**src/rtl/pc_if.sv**
```systemverilog
// Fetch-side bus between the next-PC logic (master) and the program-counter unit (slave).
interface pc_if #(
  parameter int XLEN = 32
);
  logic            stall;
  logic            fetch_ready;
  logic            redirect;
  logic [XLEN-1:0] redirect_target;
  logic            trap_req;
  logic [XLEN-1:0] pc;
  logic [XLEN-1:0] pc_plus_inc;
  logic            pc_valid;
  logic [XLEN-1:0] epc;
  logic [XLEN-1:0] bad_addr;
  logic            trap_taken;

  modport master (
    output stall, fetch_ready, redirect, redirect_target, trap_req,
    input  pc, pc_plus_inc, pc_valid, epc, bad_addr, trap_taken
  );

  modport slave (
    input  stall, fetch_ready, redirect, redirect_target, trap_req,
    output pc, pc_plus_inc, pc_valid, epc, bad_addr, trap_taken
  );
endinterface

```
**src/rtl/pc_unit.sv**
```systemverilog
// Program-counter unit: sequential advance, redirect, trap entry with a one-cycle
// bubble, a post-reset boot bubble, and misaligned-redirect trapping.
//
// state          | meaning
// ST_BOOT        | first cycle after reset release, pc not yet valid
// ST_RUN         | normal fetch, pc valid, advances when not stalled/back-pressured
// ST_TRAP_BUBBLE | one cycle after a trap, pc parked at TRAP_VECTOR, not valid
module pc_unit #(
  parameter int              XLEN         = 32,
  parameter logic [XLEN-1:0] RESET_VECTOR = '0,
  parameter logic [XLEN-1:0] TRAP_VECTOR  = XLEN'(32'h0000_0100),
  parameter int              INC          = 4
) (
  input  logic  clk,
  input  logic  reset,
  pc_if.slave   bus
);

  typedef enum logic [1:0] {
    ST_BOOT        = 2'd0,
    ST_RUN         = 2'd1,
    ST_TRAP_BUBBLE = 2'd2
  } state_t;

  state_t          state_q, state_d;
  logic [XLEN-1:0] pc_q, pc_d;
  logic [XLEN-1:0] epc_q, epc_d;
  logic [XLEN-1:0] bad_q, bad_d;
  logic            trap_q, trap_d;
  logic [XLEN-1:0] pc_inc;
  logic            advance;
  logic            misaligned;

  assign pc_inc     = pc_q + XLEN'(INC);
  assign advance    = (state_q == ST_RUN) && !bus.stall && bus.fetch_ready;
  assign misaligned = bus.redirect && (bus.redirect_target[1:0] != 2'b00);

  always_ff @(posedge clk or negedge reset) begin
    if (!reset) begin
      state_q <= ST_BOOT;
      pc_q    <= RESET_VECTOR;
      epc_q   <= '0;
      bad_q   <= '0;
      trap_q  <= 1'b0;
    end else begin
      state_q <= state_d;
      pc_q    <= pc_d;
      epc_q   <= epc_d;
      bad_q   <= bad_d;
      trap_q  <= trap_d;
    end
  end

  always_comb begin
    state_d = state_q;
    pc_d    = pc_q;
    epc_d   = epc_q;
    bad_d   = bad_q;
    trap_d  = 1'b0;
    case (state_q)
      ST_BOOT:        state_d = ST_RUN;
      ST_TRAP_BUBBLE: state_d = ST_RUN;
      ST_RUN: begin
        if (advance) begin
          if (bus.trap_req || misaligned) begin
            // trap_req outranks a simultaneous redirect, so bad_addr is only
            // loaded when the misaligned redirect itself caused the trap
            pc_d    = TRAP_VECTOR;
            epc_d   = pc_q;
            bad_d   = bus.trap_req ? '0 : bus.redirect_target;
            trap_d  = 1'b1;
            state_d = ST_TRAP_BUBBLE;
          end else if (bus.redirect) begin
            pc_d = bus.redirect_target;
          end else begin
            pc_d = pc_inc;
          end
        end
      end
      default:        state_d = ST_BOOT;
    endcase
  end

  assign bus.pc          = pc_q;
  assign bus.pc_plus_inc = pc_inc;
  assign bus.pc_valid    = (state_q == ST_RUN);
  assign bus.epc         = epc_q;
  assign bus.bad_addr    = bad_q;
  assign bus.trap_taken  = trap_q;

endmodule

```
**src/flat_wrapper.sv**
```systemverilog
// flat-port wrapper written by rule: the top's interface ports become plain ports
module pc_unit_flat 
#(
  parameter int              XLEN         = 32,
  parameter logic [XLEN-1:0] RESET_VECTOR = '0,
  parameter logic [XLEN-1:0] TRAP_VECTOR  = XLEN'(32'h0000_0100),
  parameter int              INC          = 4
)
  (clk, reset, bus_stall, bus_fetch_ready, bus_redirect, bus_redirect_target, bus_trap_req, bus_pc, bus_pc_plus_inc, bus_pc_valid, bus_epc, bus_bad_addr, bus_trap_taken);
  pc_if #(.XLEN(XLEN)) bus_i ();
  input  logic clk;
  input  logic reset;
  input wire logic [$bits(bus_i.stall)-1:0] bus_stall;
  input wire logic [$bits(bus_i.fetch_ready)-1:0] bus_fetch_ready;
  input wire logic [$bits(bus_i.redirect)-1:0] bus_redirect;
  input wire logic [$bits(bus_i.redirect_target)-1:0] bus_redirect_target;
  input wire logic [$bits(bus_i.trap_req)-1:0] bus_trap_req;
  output wire logic [$bits(bus_i.pc)-1:0] bus_pc;
  output wire logic [$bits(bus_i.pc_plus_inc)-1:0] bus_pc_plus_inc;
  output wire logic [$bits(bus_i.pc_valid)-1:0] bus_pc_valid;
  output wire logic [$bits(bus_i.epc)-1:0] bus_epc;
  output wire logic [$bits(bus_i.bad_addr)-1:0] bus_bad_addr;
  output wire logic [$bits(bus_i.trap_taken)-1:0] bus_trap_taken;
  assign bus_i.stall = bus_stall;
  assign bus_i.fetch_ready = bus_fetch_ready;
  assign bus_i.redirect = bus_redirect;
  assign bus_i.redirect_target = bus_redirect_target;
  assign bus_i.trap_req = bus_trap_req;
  assign bus_pc = bus_i.pc;
  assign bus_pc_plus_inc = bus_i.pc_plus_inc;
  assign bus_pc_valid = bus_i.pc_valid;
  assign bus_epc = bus_i.epc;
  assign bus_bad_addr = bus_i.bad_addr;
  assign bus_trap_taken = bus_i.trap_taken;
  pc_unit #(.XLEN(XLEN), .RESET_VECTOR(RESET_VECTOR), .TRAP_VECTOR(TRAP_VECTOR), .INC(INC)) u_core (.clk(clk), .reset(reset), .bus(bus_i));
endmodule
```
**config.mk**
```make
export PLATFORM = sky130hd
export DESIGN_NAME = pc_unit_flat
export DESIGN_NICKNAME = d
export VERILOG_FILES = /design/src/rtl/pc_if.sv /design/src/rtl/pc_unit.sv /design/src/flat_wrapper.sv
export SDC_FILE = /design/constraint.sdc
export NUM_CORES = 1
export LEC_CHECK = 0
export ABC_AREA = 0
export CAP_MARGIN = 10
export CORE_MARGIN = 8
export CORE_UTILIZATION = 50
export CTS_CLUSTER_DIAMETER = 30
export CTS_CLUSTER_SIZE = 20
export DETAILED_ROUTE_END_ITERATION = 12
export GPL_ROUTABILITY_DRIVEN = 1
export PLACE_DENSITY_LB_ADDON = 0.3
export RECOVER_POWER = 50
export SLEW_MARGIN = 20
export SYNTH_ARGS = -nofsm -noshare
export SYNTH_HDL_FRONTEND = slang
export SYNTH_SLANG_ARGS = --single-unit
```
**constraint.sdc**
```tcl
create_clock -name clk -period 3.67 [get_ports clk]
set_input_delay 0.367 -clock clk [delete_from_list [all_inputs] [get_ports clk]]
set_output_delay 0.367 -clock clk [all_outputs]
set_load 0.05 [all_outputs]
```
After elaboration in Yosys (flattened, before gate mapping)
Index checks and enable logic that the tools add are counted.

cells by class
  mux-type cells = 9
  shift-type cells = 0
  multipliers = 0
  divide/modulo/power cells = 0
  reductions and logical operators = 11
  equality and inequality tests = 4
  bitwise gates (word level) = 0
  magnitude comparators = 0
  add/sub/neg operators = 1

operators with widths
  operator                                        count
  two-way mux 32 bit                              3
  adder 32 x 3 -> 32 bit (second input constant)  1
  two-way mux 2 bit                               2
  != test 2 x 1 -> 1 bit (second input constant)  2
  case mux 2 bit (2 select lines)                 1
  AND reduction 2 bit                             2
  logical AND 1 bit                               3
  two-way mux 1 bit                               3
  AND reduction 3 bit                             1
  == test 2 x 1 -> 1 bit (second input constant)  1
  == test 2 bit (second input constant)           1
  logical NOT 2 bit                               1
  nonzero test 2 bit                              1
  OR reduction 2 bit                              1
  logical NOT 1 bit                               1
  logical OR 1 bit                                1

storage, ports and cells
  memory bits (read-only) = 0
  memory bits (writable) = 0
  output and inout bits = 130
  latch bits = 0
  input bits = 38
  flip-flop bits (word level) = 99
  memories kept = 0

Longest topological paths before layout
Gate-level depths: netlist of run 1.

  depth after elaboration = 6
  mapped depth = 7
  mapped depth without buffers = 6

Worst setup path after synthesis of run 1
No wires, ideal clock.

  path kind = register to output
  start = reg u_core.pc_q[2], in the netlist u_core.bus.pc[2]
  end = out bus_pc_plus_inc[30]
  arrival time = 2.676 ns
  stages on the path, launching flop included = 6
  slack = 0.627 ns
  path through = dfrtp_1 ha_1 and3_1 nand4_1 or4_4 xnor2_1

on the way
  word-level cells in the longest chain between the ends = 1

RTL lines
  item                    line                text
  start, declared         pc_unit.sv:26       logic [XLEN-1:0] pc_q, pc_d;
  start signal, assigned  pc_unit.sv:47       pc_q <= pc_d;
  adder 32 x 3 -> 32 bit  pc_unit.sv:34       assign pc_inc = pc_q + XLEN'(INC);
  end, declared           flat_wrapper.sv:19  output wire logic [$bits(bus_i.pc_plus_inc)-1:0] bus_pc_plus_inc;

No other way between the ends.

Final worst setup path of run 1
Ends and elaborated chain as after synthesis.

==> results of run 1 <==
## sequential cells by signal (all words and copies together), names as in the netlist
| register | count |
|---|---|
| u_core.bus.bad_addr | 32 |
| u_core.bus.pc | 32 |
| u_core.bus.trap_taken | 1 |
| u_core.bus.epc | 32 |
| u_core.state_q | 2 |
## final cells by class
| class | count | area [µm²] |
|---|---|---|
| timing repair buffer | 179 | 1750 |
| tap | 133 | 166 |
| sequential | 99 | 2480 |
| multi-input combinational | 433 | 2350 |
| inverter | 5 | 18.8 |
| fill | 801 | 2800 |
| clock buffer | 10 | 138 |
| clock inverter | 5 | 77.6 |
## cells in the mapped netlist (4+ instances only)
| master | n | area, µm² |
|---|---|---|
| a21oi_1 | 20 | 100 |
| a221o_1 | 5 | 50.1 |
| and3_1 | 6 | 37.5 |
| and4_1 | 5 | 43.8 |
| buf_2 | 7 | 35.0 |
| buf_4 | 4 | 30.0 |
| clkbuf_1 | 31 | 116 |
| dfrtp_1 | 99 | 2480 |
| inv_1 | 5 | 18.8 |
| nand2_1 | 154 | 578 |
| nand2b_1 | 31 | 194 |
| nand3_1 | 21 | 105 |
| nand4_1 | 10 | 62.6 |
| nor2_1 | 25 | 93.8 |
| nor3_1 | 12 | 60.1 |
| nor4_1 | 4 | 25.0 |
| o211ai_1 | 4 | 30.0 |
| o21ai_0 | 59 | 295 |
| o311ai_0 | 6 | 52.6 |
| xnor2_1 | 17 | 149 |
| xor2_1 | 11 | 96.3 |
## how the worst max path moves through the flow
stage / startpoint / to / cells past startpoint
6_report: u_core.bus.pc[2]$_DFFE_PN0P_ / bus_pc_plus_inc[30] / 6
5_1_grt: u_core.bus.pc[2]$_DFFE_PN0P_ / bus_pc_plus_inc[20] / 7
4_1_cts: u_core.bus.pc[2]$_DFFE_PN0P_ / bus_pc_plus_inc[22] / 7
3_5_place_dp: u_core.bus.pc[2]$_DFFE_PN0P_ / bus_pc_plus_inc[22] / 7
3_3_place_gp: u_core.bus.pc[2]$_DFFE_PN0P_ / bus_pc_plus_inc[30] / 6
2_1_floorplan: u_core.bus.pc[2]$_DFFE_PN0P_ / bus_pc_plus_inc[30] / 5
## critical path, cell delays in order (launching register included)
cell and delay, ps:
dfrtp_1 470, ha_1 270, and3_1 260, nand4_1 160
or4_4 520, xnor2_1 230, clkdlybuf4s50_1 850
## metal layers
layer,track usage,vias up
met3,0.0796,29
met2,0.425,227
met4,0.0882,0
met5,0,-
met1,0.284,2357
li1,-,2268
## kinds of logic after synthesis
family                   share of synthesized area
AND/OR/NAND/NOR                              0.277
AO/OA/AOI/OAI                                0.133
flip-flops                                   0.493
buffers and inverters                       0.0416
XOR/XNOR                                    0.0488
multiplexers                               0.00399
adder cells (fa/ha/maj)                    0.00249
## what timing repair did
action	CTS	global route
endpoints found under the setup margin	0	1
gates resized for setup	0	1
hold buffers	1	0
hold endpoints to repair	5	0
## metrics by stage
step	hold WS [ps]	instance area, µm²
6_report	413	6970
5_1_grt	440	6970
4_1_cts	324	7000
3_5_place_dp	180	6780
3_3_place_gp	179	6780
2_1_floorplan	71.4	5020
## power groups by stage
stage / Sequential, µW / Combinational [µW] / Clock, µW
6_report: 1480 / 1820 / 770
5_1_grt: 1510 / 1900 / 825
4_1_cts: 1480 / 1880 / 779
3_5_place_dp: 1500 / 1880 / 0
3_3_place_gp: 1490 / 1850 / 0
2_1_floorplan: 2120 / 544 / 0
==> reports/metrics.yaml, run 1 <==
status:
  status: "complete, but fails checks"
  violations: "capacitance limit, slew limit"
worst_setup_path:
  worstReg2RegStart: "u_core.state_q[1]$_DFFE_PN0P_"
  worst_setup_path_end_kind: "output pin"
  cp.arrival_ps: 3130
  critPathMaxFanout: 8
  rrSetupSlack_ps: 470
  r2r_end: "u_core.bus.pc[21]$_DFFE_PN0P_"
  worstRegToRegCells: 5
  start_kind: "flop"
  crit_type: "flop to output pin"
  cp.required_ps: 3300
clocking:
  post_cts_buffers: 0
  clockRootBuffer: "clkbuf_8"
  clock-sinks: 99
  clk-insertion-delay-late_ps: 370
  cts_tree: "built"
  cts-buffers-inserted: 9
  htreeDepth: 3
  clock_path_buffers: 2
  cts.clk_slew.worst_paths_ps: 90
placed_design:
  placed_cells: 848
  pre_cts_slack_ps: 572
  io_buffer_count: 167
  place.gp.congestion: 0.876
  post-dp-hpwl_um: 12300
layout:
  syn_to_final_growth_pct: 38.8
  final_common_cell: "nand2_1"
  drive_gt1_frac: 0.0479
  fin_cells: 864
  mostFrequentLayoutCells: "nand2_1, clkdlybuf4s50_1, dfrtp_1"
  antenna_cells: 0
  fin_util: 0.713
  final_nets: 766
timing:
  maxSlewViolCount: 43
  fmax_mhz: 286
  fin_skew_ps: 9.77
  slew-limit-headroom: -0.525
  rsz0062_at_grt: "no"
  hold_viol: 0
  finalCriticalPeriod_ps: 3500
  setup_ws_ps: 173
  fin_tns_setup_ps: 0
  worst_pin_slew_ps: 2290
  post-route-period-util: 0.953
  setup_viol: 0
drt:
  wl_um: 16400
  routed.top_layer: "met4"
  wl_met1_um: 6440
  dr.pass1.iters: 5
  wl_per_cell_um: 18.9
  met2WireLength_um: 7920
  vias_per_cell: 5.65
  ant_nets: 0
  drc_errors: 0
  route.vias.total: 4881
  drtIter0Drc: 362
  wl_met3_um: 1640
pwr:
  switching_share: 0.453
  totalPowerFinal_uw: 4070
  p_sw_uw: 1840
  comb_power_share: 0.447
  intPower_uw: 2230
  p_leak_uw: 0.00318
  vdd_drop_max_mv: 0.393
  p_seq_frac: 0.364
  powerDensity_nw_per_um2: 584
  power_frac_clock: 0.189
synthesis:
  ys_ff_latch: 99
  syn_area_um2: 5020
  synth_ff_type: "dfrtp_1"
  synth_area_per_cell_um2: 8.65
  synth_fp_nets: 620
  synth-edff-count: 0
  yosysSeqAreaShare: 0.493
  ys_warn_count: 0
  synthArstFlopShare: 1.00
  synth.distinct_cells: 52
  netlist_instances: 581
global_routing:
  antenna_found_initial: 0
  grtUsageTotal: 0.248
  grt_max_degree: 97
  grt_pass1_vias: 5113
  gr-total-overflow: 0
  grt_pass1_wl_um: 26300
floorplan:
  fp.dieH_um: 116
  dieWidth_um: 116
  design.die.area_um2: 13500
  core-area_um2: 9770
  num_rows: 36
  boundaryPins: 168
  initial_core_util: 0.514
worst_hold_path:
  hold_path_class: "primary input to async pin"
flow_run:
  drv_cap: 1
(Power assumes the default switching activity.)
==> run 2: changes to the inputs <==
==> constraint.sdc (replaced) <==
create_clock -name clk -period 4.1 [get_ports clk]
set_input_delay 0.41 -clock clk [delete_from_list [all_inputs] [get_ports clk]]
set_output_delay 0.41 -clock clk [all_outputs]
set_load 0.05 [all_outputs]
==> reports/metrics.yaml, run 2 (same netlist as run 1, synthesis figures left out) <==
timing:
  whs_ps: 478
  setup_viol: 0
  fmax_mhz: 270
  finalCriticalPeriod_ps: 3710
  post-route-period-util: 0.905
  fin_tns_setup_ps: 0
  hold_viol: 0
  setup_ws_ps: 390
  worst_pin_slew_ps: 1770
  rsz0062_at_grt: "no"
  maxSlewViolCount: 102
  slew-limit-headroom: -0.181
  fin_skew_ps: 9.10
global_routing:
  grt.met3_usage: 0.0739
  use_met1: 0.296
  grt_pass1_wl_um: 26100
  grt_max_degree: 97
  use_met2: 0.416
  gr-total-overflow: 0
  grt_pass1_vias: 4925
  grtUsageTotal: 0.248
  grt.busiest_layer: "met2"
  antenna_found_initial: 0
drt:
  dr.pass1.iters: 5
  wl_um: 16400
  drc_errors: 0
  drtIter0Drc: 392
  wl_per_cell_um: 19.1
  vias_per_cell: 5.60
  ant_nets: 0
  route.vias.total: 4818
worst_setup_path:
  critPathMaxFanout: 8
  worstReg2RegStart: "u_core.bus.pc[2]$_DFFE_PN0P_"
  cp.arrival_ps: 3300
  crit_type: "flop to output pin"
  rrSetupSlack_ps: 1650
  worst_setup_path_end_kind: "output pin"
  start_kind: "flop"
  startpoint: "u_core.bus.pc[2]$_DFFE_PN0P_"
  cp.required_ps: 3690
floorplan:
  design.die.area_um2: 13500
  dieWidth_um: 116
  core-area_um2: 9770
  boundaryPins: 168
  num_rows: 36
  fp.dieH_um: 116
  initial_core_util: 0.514
layout:
  n_fill_cell: 753
  drive_gt1_frac: 0.0495
  final_nets: 761
  antenna_cells: 0
  postLayoutCellArea_um2: 6970
  mostFrequentLayoutCells: "nand2_1, clkdlybuf4s50_1, dfrtp_1"
  final_common_cell: "nand2_1"
  syn_to_final_growth_pct: 38.7
pwr:
  p_leak_uw: 0.00315
  totalPowerFinal_uw: 3670
  vdd_drop_max_mv: 0.322
  powerDensity_nw_per_um2: 526
worst_hold_path:
  holdCritStartpoint: "u_core.bus.epc[16]$_DFFE_PN0P_"
  hold_path_class: "flop to flop"
clocking:
  clock-sinks: 99
  cts.clk_slew.worst_paths_ps: 100
  cts_resized: 0
  htreeDepth: 3
  clk-insertion-delay-late_ps: 380
  clockRootBuffer: "clkbuf_8"
  post_cts_buffers: 0
  clock_path_buffers: 2
  cts-buffers-inserted: 9
  cts_tree: "built"
  hold_buffers: 0
placed_design:
  place.gp.congestion: 0.879
  pre_cts_slack_ps: 860
  place_area_um2: 6750
  io_buffer_count: 167
  post-dp-hpwl_um: 12000
status:
  violations: "capacitance limit, slew limit"
  status: "complete, but fails checks"
flow_run:
  drv_cap: 2
-- run 2: through the flow --
stage,utilization,std cells
2_1_floorplan,-,581
3_3_place_gp,0.690,844
3_5_place_dp,0.690,844
4_1_cts,0.714,860
5_1_grt,0.713,860
6_report,0.713,860
-- run 2: power breakdown --
part / internal, µW / total [µW] / switching [µW] / leakage (µW)
sequential: 1150 / 1330 / 179 / 0.00131
combinational: 490 / 1620 / 1130 / 0.00173
clock: 360 / 718 / 358 / 0.000108
-- run 2: cell type report --
type / instances / area, µm² / area share
Sequential cell: 99 / 2480 / 0.356
Multi-Input combinational cell: 433 / 2360 / 0.339
Timing Repair Buffer: 174 / 1720 / 0.246
Tap cell: 133 / 166 / 0.0239
Clock buffer: 10 / 138 / 0.0198
Clock inverter: 6 / 88.8 / 0.0127
Inverter: 5 / 18.8 / 0.00269
-- run 2: per-layer routing --
metal	part of all wire	routed length, µm
met1	0.39	6400
met2	0.49	8020
met3	0.10	1690
met4	0.017	283
met5	0	0
-- run 2: worst max-delay path, stage by stage, from the launching register on --
cell	delay, ps
dfrtp_1	490
ha_1	290
nand3_1	230
nor4_4	450
nand2_1	250
nor2_1	220
xor2_1	150
clkdlybuf4s50_1	840
-- run 2: worst paths after layout --
path                                                  end  depth (start not counted)
max                                   bus_pc_plus_inc[22]                          7
min                        u_core.bus.epc[16]$_DFFE_PN0P_                          2
max reg2reg                 u_core.bus.pc[20]$_DFFE_PN0P_                          6
min reg2reg                u_core.bus.epc[16]$_DFFE_PN0P_                          2
max in group asynchronous   u_core.bus.epc[2]$_DFFE_PN0P_                          2
min in group asynchronous   u_core.bus.epc[0]$_DFFE_PN0P_                          1
==> run 3: changes to the inputs <==
--- a/config.mk
+++ b/config.mk
@@ -13,9 +13,8 @@
 export CTS_CLUSTER_SIZE = 20
 export DETAILED_ROUTE_END_ITERATION = 12
 export GPL_ROUTABILITY_DRIVEN = 1
-export PLACE_DENSITY_LB_ADDON = 0.3
+export PLACE_DENSITY = 0.84
 export RECOVER_POWER = 50
-export SLEW_MARGIN = 20
 export SYNTH_ARGS = -nofsm -noshare
 export SYNTH_HDL_FRONTEND = slang
 export SYNTH_SLANG_ARGS = --single-unit
==> reports/metrics.yaml, run 3 (same netlist as run 1, synthesis figures left out) <==
clocking:
  cts_resized: 0
  clockRootBuffer: "clkbuf_8"
  hold_buffers: 0
  post_cts_buffers: 0
  clk-insertion-delay-late_ps: 370
  cts-buffers-inserted: 9
  clock_path_buffers: 2
  cts_tree: "built"
  htreeDepth: 3
  cts.clk_slew.worst_paths_ps: 100
  clock-sinks: 99
worst_setup_path:
  cp.required_ps: 4360
  rrSetupSlack_ps: 1740
  cp.arrival_ps: 3870
  r2r_end: "u_core.bus.pc[22]$_DFFE_PN0P_"
  worstRegToRegCells: 6
  worstReg2RegStart: "u_core.bus.pc[2]$_DFFE_PN0P_"
  worst_setup_path_end_kind: "flop"
  crit_type: "primary input to flop"
  start_kind: "primary input"
  critPathMaxFanout: 38
  startpoint: "bus_trap_req"
drt:
  route.vias.total: 4893
  vias_per_cell: 5.68
  dr.pass1.iters: 5
  drc_errors: 0
  wl_per_cell_um: 18.9
  drtIter0Drc: 312
  ant_nets: 0
  wl_um: 16300
layout:
  final_common_cell: "nand2_1"
  final_nets: 762
  drive_gt1_frac: 0.0453
  fin_util: 0.711
  n_fill_cell: 775
  syn_to_final_growth_pct: 38.3
  mostFrequentLayoutCells: "nand2_1, clkdlybuf4s50_1, dfrtp_1"
  antenna_cells: 0
timing:
  rsz0062_at_grt: "no"
  fin_tns_setup_ps: 0
  finalCriticalPeriod_ps: 3600
  worst_pin_slew_ps: 1780
  fmax_mhz: 277
  slew-limit-headroom: -0.189
  post-route-period-util: 0.879
  hold_viol: 0
  setup_ws_ps: 496
  setup_viol: 0
  maxSlewViolCount: 141
  fin_skew_ps: 8.79
floorplan:
  initial_core_util: 0.514
  num_rows: 36
  core-area_um2: 9770
  design.die.area_um2: 13500
  fp.dieH_um: 116
  dieWidth_um: 116
  boundaryPins: 168
worst_hold_path:
  hold_end: "u_core.bus.epc[28]$_DFFE_PN0P_"
  holdCritStartpoint: "u_core.bus.epc[28]$_DFFE_PN0P_"
  hold_path_class: "flop to flop"
  min_path_cells: 2
flow_run:
  drv_cap: 3
status:
  violations: "capacitance limit, slew limit"
  status: "complete, but fails checks"
placed_design:
  io_buffer_count: 167
  place.gp.congestion: 0.865
  post-dp-hpwl_um: 12000
  pre_cts_slack_ps: 908
pwr:
  totalPowerFinal_uw: 3610
  p_leak_uw: 0.00315
  vdd_drop_max_mv: 0.306
  powerDensity_nw_per_um2: 519
global_routing:
  grt_max_degree: 97
  antenna_found_initial: 0
  grtUsageTotal: 0.243
  grt_pass1_vias: 4878
  gr-total-overflow: 0
  grt_pass1_wl_um: 25600
-- run 3: report_power, final --
part / internal [µW] / leakage, µW / switching, µW
Combinational: 495 / 0.00173 / 1140
Sequential: 1150 / 0.00131 / 178
Clock: 315 / 0.000106 / 336
-- run 3: worst max-delay path: stages --
cell and delay [ps]:
dlygate4sd3_1 530, clkbuf_1 1120, or2_0 910, nand2_1 390, o311a_1 230, a221o_1 250
-- run 3: how the worst max path moves through the flow --
stage,to
floorplan,bus_pc_plus_inc[30]
global placement,bus_pc_plus_inc[22]
detailed placement,bus_pc_plus_inc[22]
CTS,bus_pc_plus_inc[22]
global route,u_core.bus.pc[22]$_DFFE_PN0P_
finish,u_core.bus.pc[22]$_DFFE_PN0P_
-- run 3: layer usage --
layer	wire [µm]	global-route usage	up-vias
li1	-	-	2267
met1	6500	0.292	2337
met2	7760	0.407	257
met4	325	0.0795	0
met3	1670	0.0739	32
met5	0	0	-
-- run 3: cell type report --
cell class | count | area [µm²] | share of cell area
clock buffer | 12 | 155 | 0.0223
clock inverter | 4 | 48.8 | 0.00703
multi-input combinational | 433 | 2360 | 0.340
inverter | 5 | 18.8 | 0.00270
timing repair buffer | 175 | 1720 | 0.247
sequential | 99 | 2480 | 0.357
tap | 133 | 166 | 0.0240
-- run 3: stage by stage --
step           instances  hold WS [ps]  cell area, µm²
2_1_floorplan        581           114            5020
3_3_place_gp         845           458            6760
3_5_place_dp         845           463            6760
4_1_cts              861           195            6960
5_1_grt              861           499            6950
6_report             861           475            6950
